--- src/rtl/csr_commit_unit_if.sv ---
// MEM-to-commit instruction handshake: one instruction moves per in_valid && in_ready beat.
interface csr_commit_unit_if;
  logic        in_valid;
  logic        in_ready;
  logic [31:0] in_pc;
  logic [3:0]  in_op;
  logic [13:0] in_csr_num;
  logic [31:0] in_rj_val;
  logic [31:0] in_rd_val;
  logic [31:0] in_result;
  logic        in_rf_we;
  logic [4:0]  in_rd_addr;
  logic        in_exc_valid;
  logic [5:0]  in_exc_ecode;
  logic [8:0]  in_exc_esubcode;
  logic [31:0] in_vaddr;

  modport master (
    output in_valid, in_pc, in_op, in_csr_num, in_rj_val, in_rd_val, in_result,
           in_rf_we, in_rd_addr, in_exc_valid, in_exc_ecode, in_exc_esubcode, in_vaddr,
    input  in_ready
  );

  modport slave (
    input  in_valid, in_pc, in_op, in_csr_num, in_rj_val, in_rd_val, in_result,
           in_rf_we, in_rd_addr, in_exc_valid, in_exc_ecode, in_exc_esubcode, in_vaddr,
    output in_ready
  );
endinterface

--- src/rtl/csr_commit_unit.sv ---
// Commit stage: CSR access, GPR writeback, exception/ERTN/refetch redirect with flush held until ack.
// Commits one cycle after acceptance; stalls input only while a flushing instruction is held.
module csr_commit_unit #(
  parameter bit REFETCH_ON_CSRWR = 1'b1
) (
  input  logic             clk,
  input  logic             rst_n,
  csr_commit_unit_if.slave mem,
  output logic [13:0]      csr_addr,
  output logic [31:0]      csr_wdata,
  output logic [31:0]      csr_wmask,
  output logic             csr_we,
  output logic             ertn_flush,
  output logic             wb_exception,
  output logic [5:0]       wb_ecode,
  output logic [8:0]       wb_esubcode,
  output logic [31:0]      wb_vaddr,
  output logic [31:0]      wb_pc,
  input  logic [31:0]      csr_rdata,
  input  logic [31:0]      exception_entry,
  input  logic [31:0]      exception_return_entry,
  input  logic             interrupt,
  input  logic [63:0]      timer,
  input  logic [31:0]      timer_id,
  output logic             rf_we,
  output logic [4:0]       rf_waddr,
  output logic [31:0]      rf_wdata,
  output logic             flush,
  output logic             redirect_valid,
  output logic [31:0]      redirect_pc,
  input  logic             redirect_ack
);
  localparam logic [3:0] OP_NONE = 4'd0, OP_CSRRD = 4'd1, OP_CSRWR = 4'd2, OP_CSRXCHG = 4'd3,
                         OP_ERTN = 4'd4, OP_SYSCALL = 4'd5, OP_BREAK = 4'd6,
                         OP_RDCNTVL = 4'd7, OP_RDCNTVH = 4'd8, OP_RDCNTID = 4'd9;

  typedef enum logic [1:0] {S_IDLE, S_HOLD, S_REDIRECT} state_t;
  state_t r_state, w_state_nxt;

  logic [31:0] r_pc, r_rj_val, r_rd_val, r_result, r_vaddr;
  logic [3:0]  r_op;
  logic [13:0] r_csr_num;
  logic        r_rf_we, r_exc_valid;
  logic [4:0]  r_rd_addr;
  logic [5:0]  r_exc_ecode;
  logic [8:0]  r_exc_esubcode;

  logic w_hold, w_intr, w_upexc, w_sys, w_exc, w_ertn, w_normal, w_csr_wr;
  logic w_refetch_csr, w_refetch, w_flush, w_gpr_op, w_rf_we, w_accept;

  // Commit priority: interrupt, upstream exception, syscall/break, ertn, normal op.
  assign w_hold        = (r_state == S_HOLD);
  assign w_intr        = w_hold & interrupt;
  assign w_upexc       = w_hold & ~interrupt & r_exc_valid;
  assign w_sys         = w_hold & ~interrupt & ~r_exc_valid & ((r_op == OP_SYSCALL) | (r_op == OP_BREAK));
  assign w_exc         = w_intr | w_upexc | w_sys;
  assign w_ertn        = w_hold & ~w_exc & (r_op == OP_ERTN);
  assign w_normal      = w_hold & ~w_exc & ~w_ertn;
  assign w_csr_wr      = w_normal & ((r_op == OP_CSRWR) | (r_op == OP_CSRXCHG));
  assign w_refetch_csr = (r_csr_num == 14'h0) | (r_csr_num == 14'h4) |
                         (r_csr_num == 14'h5) | (r_csr_num == 14'h44);
  assign w_refetch     = REFETCH_ON_CSRWR & w_csr_wr & w_refetch_csr;
  assign w_flush       = w_exc | w_ertn | w_refetch;
  assign w_gpr_op      = (r_op == OP_CSRRD) | (r_op == OP_CSRWR) | (r_op == OP_CSRXCHG) |
                         (r_op == OP_RDCNTVL) | (r_op == OP_RDCNTVH) | (r_op == OP_RDCNTID) |
                         ((r_op == OP_NONE) & r_rf_we);
  assign w_rf_we       = w_normal & w_gpr_op & (r_rd_addr != 5'd0);

  // Beats taken during REDIRECT are handshaken but discarded.
  assign mem.in_ready  = ~w_hold | ~w_flush;
  assign w_accept      = mem.in_valid & mem.in_ready & (r_state != S_REDIRECT);

  always_ff @(posedge clk) begin
    if (!rst_n) begin
      r_state        <= S_IDLE;
      redirect_pc    <= 32'd0;
      r_pc           <= 32'd0;
      r_op           <= OP_NONE;
      r_csr_num      <= 14'd0;
      r_rj_val       <= 32'd0;
      r_rd_val       <= 32'd0;
      r_result       <= 32'd0;
      r_rf_we        <= 1'b0;
      r_rd_addr      <= 5'd0;
      r_exc_valid    <= 1'b0;
      r_exc_ecode    <= 6'd0;
      r_exc_esubcode <= 9'd0;
      r_vaddr        <= 32'd0;
    end else begin
      r_state <= w_state_nxt;
      if (w_exc)          redirect_pc <= exception_entry;
      else if (w_ertn)    redirect_pc <= exception_return_entry;
      else if (w_refetch) redirect_pc <= r_pc + 32'd4;
      if (w_accept) begin
        r_pc           <= mem.in_pc;
        r_op           <= mem.in_op;
        r_csr_num      <= mem.in_csr_num;
        r_rj_val       <= mem.in_rj_val;
        r_rd_val       <= mem.in_rd_val;
        r_result       <= mem.in_result;
        r_rf_we        <= mem.in_rf_we;
        r_rd_addr      <= mem.in_rd_addr;
        r_exc_valid    <= mem.in_exc_valid;
        r_exc_ecode    <= mem.in_exc_ecode;
        r_exc_esubcode <= mem.in_exc_esubcode;
        r_vaddr        <= mem.in_vaddr;
      end
    end
  end

  always_comb begin
    w_state_nxt    = r_state;
    csr_addr       = 14'd0;
    csr_wdata      = 32'd0;
    csr_wmask      = 32'd0;
    csr_we         = 1'b0;
    ertn_flush     = 1'b0;
    wb_exception   = 1'b0;
    wb_ecode       = 6'd0;
    wb_esubcode    = 9'd0;
    wb_vaddr       = 32'd0;
    wb_pc          = 32'd0;
    rf_we          = 1'b0;
    rf_waddr       = 5'd0;
    rf_wdata       = 32'd0;
    flush          = 1'b0;
    redirect_valid = 1'b0;
    case (r_state)
      S_IDLE: if (w_accept) w_state_nxt = S_HOLD;
      S_HOLD: begin
        csr_addr     = r_csr_num;
        wb_exception = w_exc;
        ertn_flush   = w_ertn;
        csr_we       = w_csr_wr;
        rf_we        = w_rf_we;
        if (w_exc) wb_pc = r_pc;
        if (w_upexc) begin
          wb_ecode    = r_exc_ecode;
          wb_esubcode = r_exc_esubcode;
          wb_vaddr    = r_vaddr;
        end else if (w_sys) begin
          wb_ecode = (r_op == OP_BREAK) ? 6'h0C : 6'h0B;
        end
        if (w_csr_wr) begin
          csr_wdata = r_rd_val;
          csr_wmask = (r_op == OP_CSRXCHG) ? r_rj_val : 32'hFFFF_FFFF;
        end
        if (w_rf_we) begin
          rf_waddr = r_rd_addr;
          case (r_op)
            OP_RDCNTVL: rf_wdata = timer[31:0];
            OP_RDCNTVH: rf_wdata = timer[63:32];
            OP_RDCNTID: rf_wdata = timer_id;
            OP_NONE:    rf_wdata = r_result;
            default:    rf_wdata = csr_rdata;
          endcase
        end
        if (w_flush)       w_state_nxt = S_REDIRECT;
        else if (w_accept) w_state_nxt = S_HOLD;
        else               w_state_nxt = S_IDLE;
      end
      S_REDIRECT: begin
        flush          = 1'b1;
        redirect_valid = 1'b1;
        if (redirect_ack) w_state_nxt = S_IDLE;
      end
      default: w_state_nxt = S_IDLE;
    endcase
  end
endmodule

--- src/flat_wrapper.sv ---
// flat-port wrapper written by rule: the top's interface ports become plain ports
module csr_commit_unit_flat 
#(
  parameter bit REFETCH_ON_CSRWR = 1'b1
)
  (clk, rst_n, csr_addr, csr_wdata, csr_wmask, csr_we, ertn_flush, wb_exception, wb_ecode, wb_esubcode, wb_vaddr, wb_pc, csr_rdata, exception_entry, exception_return_entry, interrupt, timer, timer_id, rf_we, rf_waddr, rf_wdata, flush, redirect_valid, redirect_pc, redirect_ack, mem_in_valid, mem_in_pc, mem_in_op, mem_in_csr_num, mem_in_rj_val, mem_in_rd_val, mem_in_result, mem_in_rf_we, mem_in_rd_addr, mem_in_exc_valid, mem_in_exc_ecode, mem_in_exc_esubcode, mem_in_vaddr, mem_in_ready);
  csr_commit_unit_if mem_i ();
  input  logic clk;
  input  logic rst_n;
  output logic [13:0] csr_addr;
  output logic [31:0] csr_wdata;
  output logic [31:0] csr_wmask;
  output logic csr_we;
  output logic ertn_flush;
  output logic wb_exception;
  output logic [5:0] wb_ecode;
  output logic [8:0] wb_esubcode;
  output logic [31:0] wb_vaddr;
  output logic [31:0] wb_pc;
  input  logic [31:0] csr_rdata;
  input  logic [31:0] exception_entry;
  input  logic [31:0] exception_return_entry;
  input  logic interrupt;
  input  logic [63:0] timer;
  input  logic [31:0] timer_id;
  output logic rf_we;
  output logic [4:0] rf_waddr;
  output logic [31:0] rf_wdata;
  output logic flush;
  output logic redirect_valid;
  output logic [31:0] redirect_pc;
  input  logic redirect_ack;
  input wire logic [$bits(mem_i.in_valid)-1:0] mem_in_valid;
  input wire logic [$bits(mem_i.in_pc)-1:0] mem_in_pc;
  input wire logic [$bits(mem_i.in_op)-1:0] mem_in_op;
  input wire logic [$bits(mem_i.in_csr_num)-1:0] mem_in_csr_num;
  input wire logic [$bits(mem_i.in_rj_val)-1:0] mem_in_rj_val;
  input wire logic [$bits(mem_i.in_rd_val)-1:0] mem_in_rd_val;
  input wire logic [$bits(mem_i.in_result)-1:0] mem_in_result;
  input wire logic [$bits(mem_i.in_rf_we)-1:0] mem_in_rf_we;
  input wire logic [$bits(mem_i.in_rd_addr)-1:0] mem_in_rd_addr;
  input wire logic [$bits(mem_i.in_exc_valid)-1:0] mem_in_exc_valid;
  input wire logic [$bits(mem_i.in_exc_ecode)-1:0] mem_in_exc_ecode;
  input wire logic [$bits(mem_i.in_exc_esubcode)-1:0] mem_in_exc_esubcode;
  input wire logic [$bits(mem_i.in_vaddr)-1:0] mem_in_vaddr;
  output wire logic [$bits(mem_i.in_ready)-1:0] mem_in_ready;
  assign mem_i.in_valid = mem_in_valid;
  assign mem_i.in_pc = mem_in_pc;
  assign mem_i.in_op = mem_in_op;
  assign mem_i.in_csr_num = mem_in_csr_num;
  assign mem_i.in_rj_val = mem_in_rj_val;
  assign mem_i.in_rd_val = mem_in_rd_val;
  assign mem_i.in_result = mem_in_result;
  assign mem_i.in_rf_we = mem_in_rf_we;
  assign mem_i.in_rd_addr = mem_in_rd_addr;
  assign mem_i.in_exc_valid = mem_in_exc_valid;
  assign mem_i.in_exc_ecode = mem_in_exc_ecode;
  assign mem_i.in_exc_esubcode = mem_in_exc_esubcode;
  assign mem_i.in_vaddr = mem_in_vaddr;
  assign mem_in_ready = mem_i.in_ready;
  csr_commit_unit #(.REFETCH_ON_CSRWR(REFETCH_ON_CSRWR)) u_core (.clk(clk), .rst_n(rst_n), .mem(mem_i), .csr_addr(csr_addr), .csr_wdata(csr_wdata), .csr_wmask(csr_wmask), .csr_we(csr_we), .ertn_flush(ertn_flush), .wb_exception(wb_exception), .wb_ecode(wb_ecode), .wb_esubcode(wb_esubcode), .wb_vaddr(wb_vaddr), .wb_pc(wb_pc), .csr_rdata(csr_rdata), .exception_entry(exception_entry), .exception_return_entry(exception_return_entry), .interrupt(interrupt), .timer(timer), .timer_id(timer_id), .rf_we(rf_we), .rf_waddr(rf_waddr), .rf_wdata(rf_wdata), .flush(flush), .redirect_valid(redirect_valid), .redirect_pc(redirect_pc), .redirect_ack(redirect_ack));
endmodule
--- config.mk ---
export PLATFORM = sky130hd
export DESIGN_NAME = csr_commit_unit_flat
export DESIGN_NICKNAME = d
export VERILOG_FILES = /design/src/rtl/csr_commit_unit_if.sv /design/src/rtl/csr_commit_unit.sv /design/src/flat_wrapper.sv
export SDC_FILE = /design/constraint.sdc
export NUM_CORES = 1
export LEC_CHECK = 0
export BUFFER_PORTS_ARGS = -buffer_cell sky130_fd_sc_hd__clkbuf_2
export CAP_MARGIN = 30
export CORE_AREA = 4 4 243 245
export CTS_BUF_LIST = sky130_fd_sc_hd__clkbuf_4
export DETAILED_ROUTE_END_ITERATION = 6
export DIE_AREA = 0 0 247 249
export GPL_TIMING_DRIVEN = 0
export PLACE_DENSITY = 0.51
export SLEW_MARGIN = 25
export SYNTH_ARGS = -nofsm -noshare
export SYNTH_HDL_FRONTEND = slang
export SYNTH_SLANG_ARGS = --single-unit
--- constraint.sdc ---
create_clock -name clk -period 2.1 [get_ports clk]
set_clock_uncertainty 0.05 [all_clocks]
set_input_delay 0.315 -clock clk [delete_from_list [all_inputs] [get_ports clk]]
set_output_delay 0.315 -clock clk [all_outputs]
set_load 0.03 [all_outputs]
; ---- After elaboration in Yosys (flattened, before gate mapping)
; Index checks and enable logic that the tools add are counted.
[word_totals]
regBits = 234
in_bits = 397
wordCells = 109
[classes]
addsub = 1
n_eq_ne = 17
mux = 34
n_bitwise = 37
n_reduce_logical = 6
[op_table]
columns = op, n
row1 = $mux W32, 14
row2 = $pmux W32 S4, 1
row3 = $add A32 B3 Y32 const B, 1
row4 = $eq A14 B3 Y1 const B, 2
row5 = $mux W6, 3
row6 = $mux W9, 2
row7 = $eq A4 B3 Y1 const B, 4
row8 = $or A1 B1 Y1, 16
row9 = $and A1 B1 Y1, 15
row10 = $eq A14 B7 Y1 const B, 1
row11 = $logic_not A14 Y1, 1
row12 = $mux W14, 1
row13 = $mux W5, 2
row14 = $eq A4 B2 Y1 const B, 2
row15 = $eq A4 B4 Y1 const B, 2
row16 = $mux W1, 6
row17 = $mux W2, 3
row18 = $not A1 Y1, 6
row19 = $pmux W2 S3, 1
row20 = $reduce_bool A5 Y1, 1
row21 = $eq A4 B1 Y1 const B, 1
row22 = $logic_not A4 Y1, 1
row23 = $ne A2 B2 Y1 const B, 2
row24 = $mux W3, 1
row25 = 6 further kinds, 6

; ---- Depth between registers and ports, before layout
[logic_depth]
depth_word = 20
mapped_depth = 10
depth_no_buf = 7

; ---- Least setup slack after synthesis
; No wires, ideal clock.
[synth_timing]
path_kind = register to output
startpoint = register u_core.r_op[3]
endpoint = output port rf_wdata[10]
t_arrival_ns = 2.150
required_ns = 1.735
path_slack_ns = -0.415
path_stages_with_launch = 9
n_path_buf = 3
cell_sequence = dfxtp_1 -> clkbuf_1 -> nor2b_1 -> and3_1 -> clkbuf_1 -> a21oi_1 -> clkbuf_1 -> a22oi_1 -> a21oi_1
[synth_via]
elab_chain_cells = 13
elab_cells_between_ends = 30
[synth_rtl]
columns = item, line_no
row1 = from (decl), csr_commit_unit.sv:41  ; logic [3:0] r_op;
row2 = from (signal assigned), csr_commit_unit.sv:96  ; r_op <= mem.in_op;
row3 = $eq A4 B3 Y1, csr_commit_unit.sv:55  ; assign w_sys = w_hold & ~interrupt & ~r_exc_valid & ((r_op == OP_SYSCALL) | (r_op == OP_BREAK));
row4 = $or A1 B1 Y1, csr_commit_unit.sv:55
row5 = $and A1 B1 Y1, csr_commit_unit.sv:55
row6 = $or A1 B1 Y1, csr_commit_unit.sv:56  ; assign w_exc = w_intr | w_upexc | w_sys;
row7 = $not A1 Y1, "csr_commit_unit.sv:57, csr_commit_unit.sv:58"
row8 = $and A1 B1 Y1, "csr_commit_unit.sv:57, csr_commit_unit.sv:58"
row9 = $and A1 B1 Y1, csr_commit_unit.sv:57  ; assign w_ertn = w_hold & ~w_exc & (r_op == OP_ERTN);
row10 = $not A1 Y1, csr_commit_unit.sv:58  ; assign w_normal = w_hold & ~w_exc & ~w_ertn;
row11 = $and A1 B1 Y1, csr_commit_unit.sv:58
row12 = $and A1 B1 Y1 (2 in series), csr_commit_unit.sv:67  ; assign w_rf_we = w_normal & w_gpr_op & (r_rd_addr != 5'd0);
row13 = $mux W32 *, csr_commit_unit.sv:148  ; if (w_rf_we) begin
row14 = $mux W32 *, csr_commit_unit.sv:128  ; case (r_state)
row15 = to (decl), flat_wrapper.sv:28  ; output logic [31:0] rf_wdata;
; Mark *: on every way between the ends. The rest lies on a longest branch, timed or not.

; ---- Final worst setup path
[layout_timing]
startpoint = register u_core.r_op[0]
endpoint = output port wb_pc[19]
[layout_via]
elab_chain_cells = 6
elab_cells_between_ends = 7
[layout_rtl]
columns = item, line_no
row1 = $eq A4 B3 Y1, csr_commit_unit.sv:55
row2 = $or A1 B1 Y1 *, csr_commit_unit.sv:55
row3 = $and A1 B1 Y1 *, csr_commit_unit.sv:55
row4 = $or A1 B1 Y1 *, csr_commit_unit.sv:56
row5 = $mux W32 *, csr_commit_unit.sv:136  ; if (w_exc) wb_pc = r_pc;
row6 = $mux W32 *, csr_commit_unit.sv:128
row7 = to (decl), flat_wrapper.sv:19  ; output logic [31:0] wb_pc;
; Marked as above.

==> out/results.tsv <==
stage	metric	value	unit
timing	setup TNS	-205920	ps
power_and_ir_drop	Leak	0.01109	uW
routing	DRC Markers	0	
timing	Final min period	2897	ps
cells_and_area	post-layout util	0.4397	
setup_path	register-to-register setup slack	-500	ps
timing	Setup WS post-layout	-796.6	ps
routing	Total Wirelength	75000	um
setup_path	most frequent cell on the critical path	buf_8	
worst_hold_path	hold path cells	4	
synth	top cell type's share of synthesized area	0.4025	
clocking	clock-pin slew on the worst setup and hold paths	60	ps
global_route	Overflow after GRT	0	
setup_path	worst reg-to-reg path cell count	13	
power_and_ir_drop	total power	13330	uW
timing	worst-margin pin slew	937.8	ps
clocking	later-pin clock latency in the skew report	760	ps
setup_path	Crit Path Max Fanout	7	
setup_path	instance count on the critical path	10	
cells_and_area	Final #Nets	2997	
timing	Final setup viols	434	
synth	Synth Instances	1488	
global_route	initial antenna violation count	20	
clocking	cts bufs inserted	73	
clocking	clk sinks	234	
floorplan	Initial Util	0.2036	
setup_path	CP max stage cell	dfxtp_2	
synth	synth unique cells	52	
synth	synth warn	0	
place	routability cong.	0.8974	
synth	top post-synthesis cells by count	dfxtp_1, nand2_1, nand3_1	
place	PortBufs	628	
synth	cell taking the most area after synthesis	dfxtp_1	
floorplan	Die Height	249	um
routing	Via density	4.749	
setup_path	CP Data Required Time	1740	ps
floorplan	Core ar.	57140	um2
clocking	Root Buffer	clkbuf_4	
timing	Worst slew margin	0.3705	
timing	Hold Vio Cnt, Final	0	
worst_hold_path	Hold/Removal Path Class	input port to flop	
floorplan	DIE WIDTH	247	um
cells_and_area	ratio of cells with drive above 1 in the final layout	0.4756	
run_status	failing checks	negative setup slack	
floorplan	row cnt	88	
synth	top-count cell post-synth	dfxtp_1	
clocking	CTS tree	done	
routing	Routed WL per cell	21.87	um
timing	RSZ-0062 raised after global routing	true	
global_route	first-pass GRT wire length	103900	um
timing	Hold Slack	188.9	ps
power_and_ir_drop	Pwr Density	530.5	nW/um2
setup_path	kind of critical path	flop to output port	
setup_path	Top Family by Delay on Critical Path	buffers and inverters	
place	DP Worst Slack	-1391	ps
setup_path	WP buf/inv	6	
setup_path	CP cell instances	buf_8 > xor2_2 > nand2_2 > a21o_1 > buf_6 > inv_8 > buf_12 > clkbuf_16 > and2_4 > buf_8	
global_route	vias in the first global route	16910	
global_route	largest net degree at the start of global routing	11	
worst_hold_path	hold wc startpoint	interrupt	
cells_and_area	Syn-to-layout area delta	115.9	%
routing	drt pass-1 iters	6	
synth	proportion of synthesized chip area in sequential cells	0.4025	
setup_path	CP Data Arrival Time	2530	ps
synth	top post-synthesis cells by area	dfxtp_1, mux2i_1, nand3_1, o21ai_0, nand2_1	
setup_path	reg2reg end	u_core.r_pc[1]$_SDFFE_PN0P_	
routing	First DRT Iteration DRCs	988	
synth	top_reg_cell synth	dfxtp_1	
synth	Avg Cell Area, Syn	7.821	um2
synth	synthesized area	11640	um2
setup_path	crit path capture type	output port	
clocking	Max Buffers Root-to-Sink	3	
routing	Vias	16290	
run	Max-cap violations	0	
power_and_ir_drop	VDD IR max	0.3080	mV
run_status	status	finished with violations	
setup_path	Critical Path Start Type	flop	
global_route	GRT Total Usage	0.2235	
worst_hold_path	Hold EP	u_core.redirect_pc[31]$_SDFFE_PN0P_	
synth	Synth Net Count	1886	
setup_path	worst r2r src	u_core.r_exc_valid$_SDFFE_PN0P_	
place	Post-DP HPWL	53640	um
routing	Routed Antenna Nets	0	
synth	Async S/R FF share, synth	0	
timing	Max Clock Freq	0.3452	GHz
clocking	htree depth	3	
floorplan	Die Area	61500	um2
synth	EDFF count, synth	0	
setup_path	Max stage delay on crit path	320	ps
synth	number of synthesized register bits	234	
timing	Max Slew Vio Count	0	
floorplan	Ports	630	
timing	fin crit share	1.379	
[power breakdown]
group / internal [uW] / total (uW) / switching (uW)
registers: 4770 / 5070 / 300
clock network: 2350 / 4500 / 2150
logic: 1920 / 3760 / 1840
total: 9050 / 13300 / 4280
[final cells by class]
class / count / area (um2)
antenna: 17 / 42.54
multi-input combinational: 1074 / 7612
clock inverter: 21 / 111.4
fill: 5448 / 32020
clock buffer: 102 / 765.7
timing repair buffer: 1045 / 9410
buffer: 129 / 1344
sequential: 234 / 4710
tap: 765 / 957.2
inverter: 42 / 172.7
[worst max path at each step]
stage                                           from                               endpoint  slack, ps
floorplan                u_core.r_op[1]$_SDFFE_PN0P_                           rf_wdata[10]         -7
global placement         u_core.r_op[0]$_SDFFE_PN0P_                           rf_wdata[17]      -1340
detailed placement                         interrupt  u_core.r_exc_esubcode[2]$_SDFFE_PN0P_      -1390
CTS                 u_core.r_rd_addr[0]$_SDFFE_PN0P_                           rf_wdata[16]       -980
global route             u_core.r_op[1]$_SDFFE_PN0P_                           rf_wdata[17]       -940
finish                   u_core.r_op[0]$_SDFFE_PN0P_                              wb_pc[19]       -800
[tightest hold or removal path: cells and delay by family]
family,cells,cell delay [ps]
buf+inv,1,170
compound gates,3,450
[layer usage]
layer | GRT usage | part of all wire | vias to the layer above
met5 | 0 | 0.00068 | -
met4 | 0.1358 | 0.060 | 8
met1 | 0.2361 | 0.36 | 7678
met3 | 0.05673 | 0.076 | 216
li1 | - | - | 7523
met2 | 0.3960 | 0.50 | 861
[state kept, by name, indices dropped and copies added (netlist names)]
signal / cells
u_core.r_csr_num: 14
u_core.r_pc: 32
u_core.r_rd_val: 32
u_core.r_rf_we: 1
u_core.r_exc_esubcode: 9
u_core.r_op: 4
u_core.r_vaddr: 32
u_core.r_result: 32
u_core.r_exc_ecode: 6
u_core.redirect_pc: 32
u_core.r_rj_val: 32
u_core.r_exc_valid: 1
u_core.r_state: 2
u_core.r_rd_addr: 5
[placed cells by master, fill, tap and decap left out, types with 71 or more instances in the layout]
master / n
buf_4: 71
clkbuf_4: 112
nand3_1: 88
dfxtp_1: 226
and2_4: 73
buf_6: 110
nor2_1: 121
o21ai_1: 72
buf_8: 114
mux2i_1: 80
nand2_1: 163
dlygate4sd3_1: 266
clkbuf_2: 446
[stage by stage]
step	cells	cell area, um2
after CTS	3348	22750
after global placement	2881	15920
after global routing	3426	25120
after detailed placement	2884	15960
after floorplan	1488	11820
final	3429	25130
[cell families (layout without fill, tap and decap cells)]
kind of cell | Yosys count | after routing | share of synthesized area
compound gates | 347 | 347 | 0.1834
xor+xnor | 29 | 29 | 0.02183
fa+ha+maj | 1 | 1 | 0.001075
buf+inv | 180 | 1339 | 0.06462
flops | 234 | 234 | 0.4025
mux | 84 | 84 | 0.07225
other cells | 0 | 17 | 0
simple gates | 613 | 613 | 0.2543
[repair_timing]
action / CTS / global route
pin swaps: 48 / 66
gates cloned: 17 / 17
setup endpoints to repair: 435 / 435
gates resized for setup: 632 / 659
buffers inserted: 62 / 63
hold buffers: 266 / 0
endpoints found under the hold margin: 234 / 0
Power figures use the tool's default switching activity.
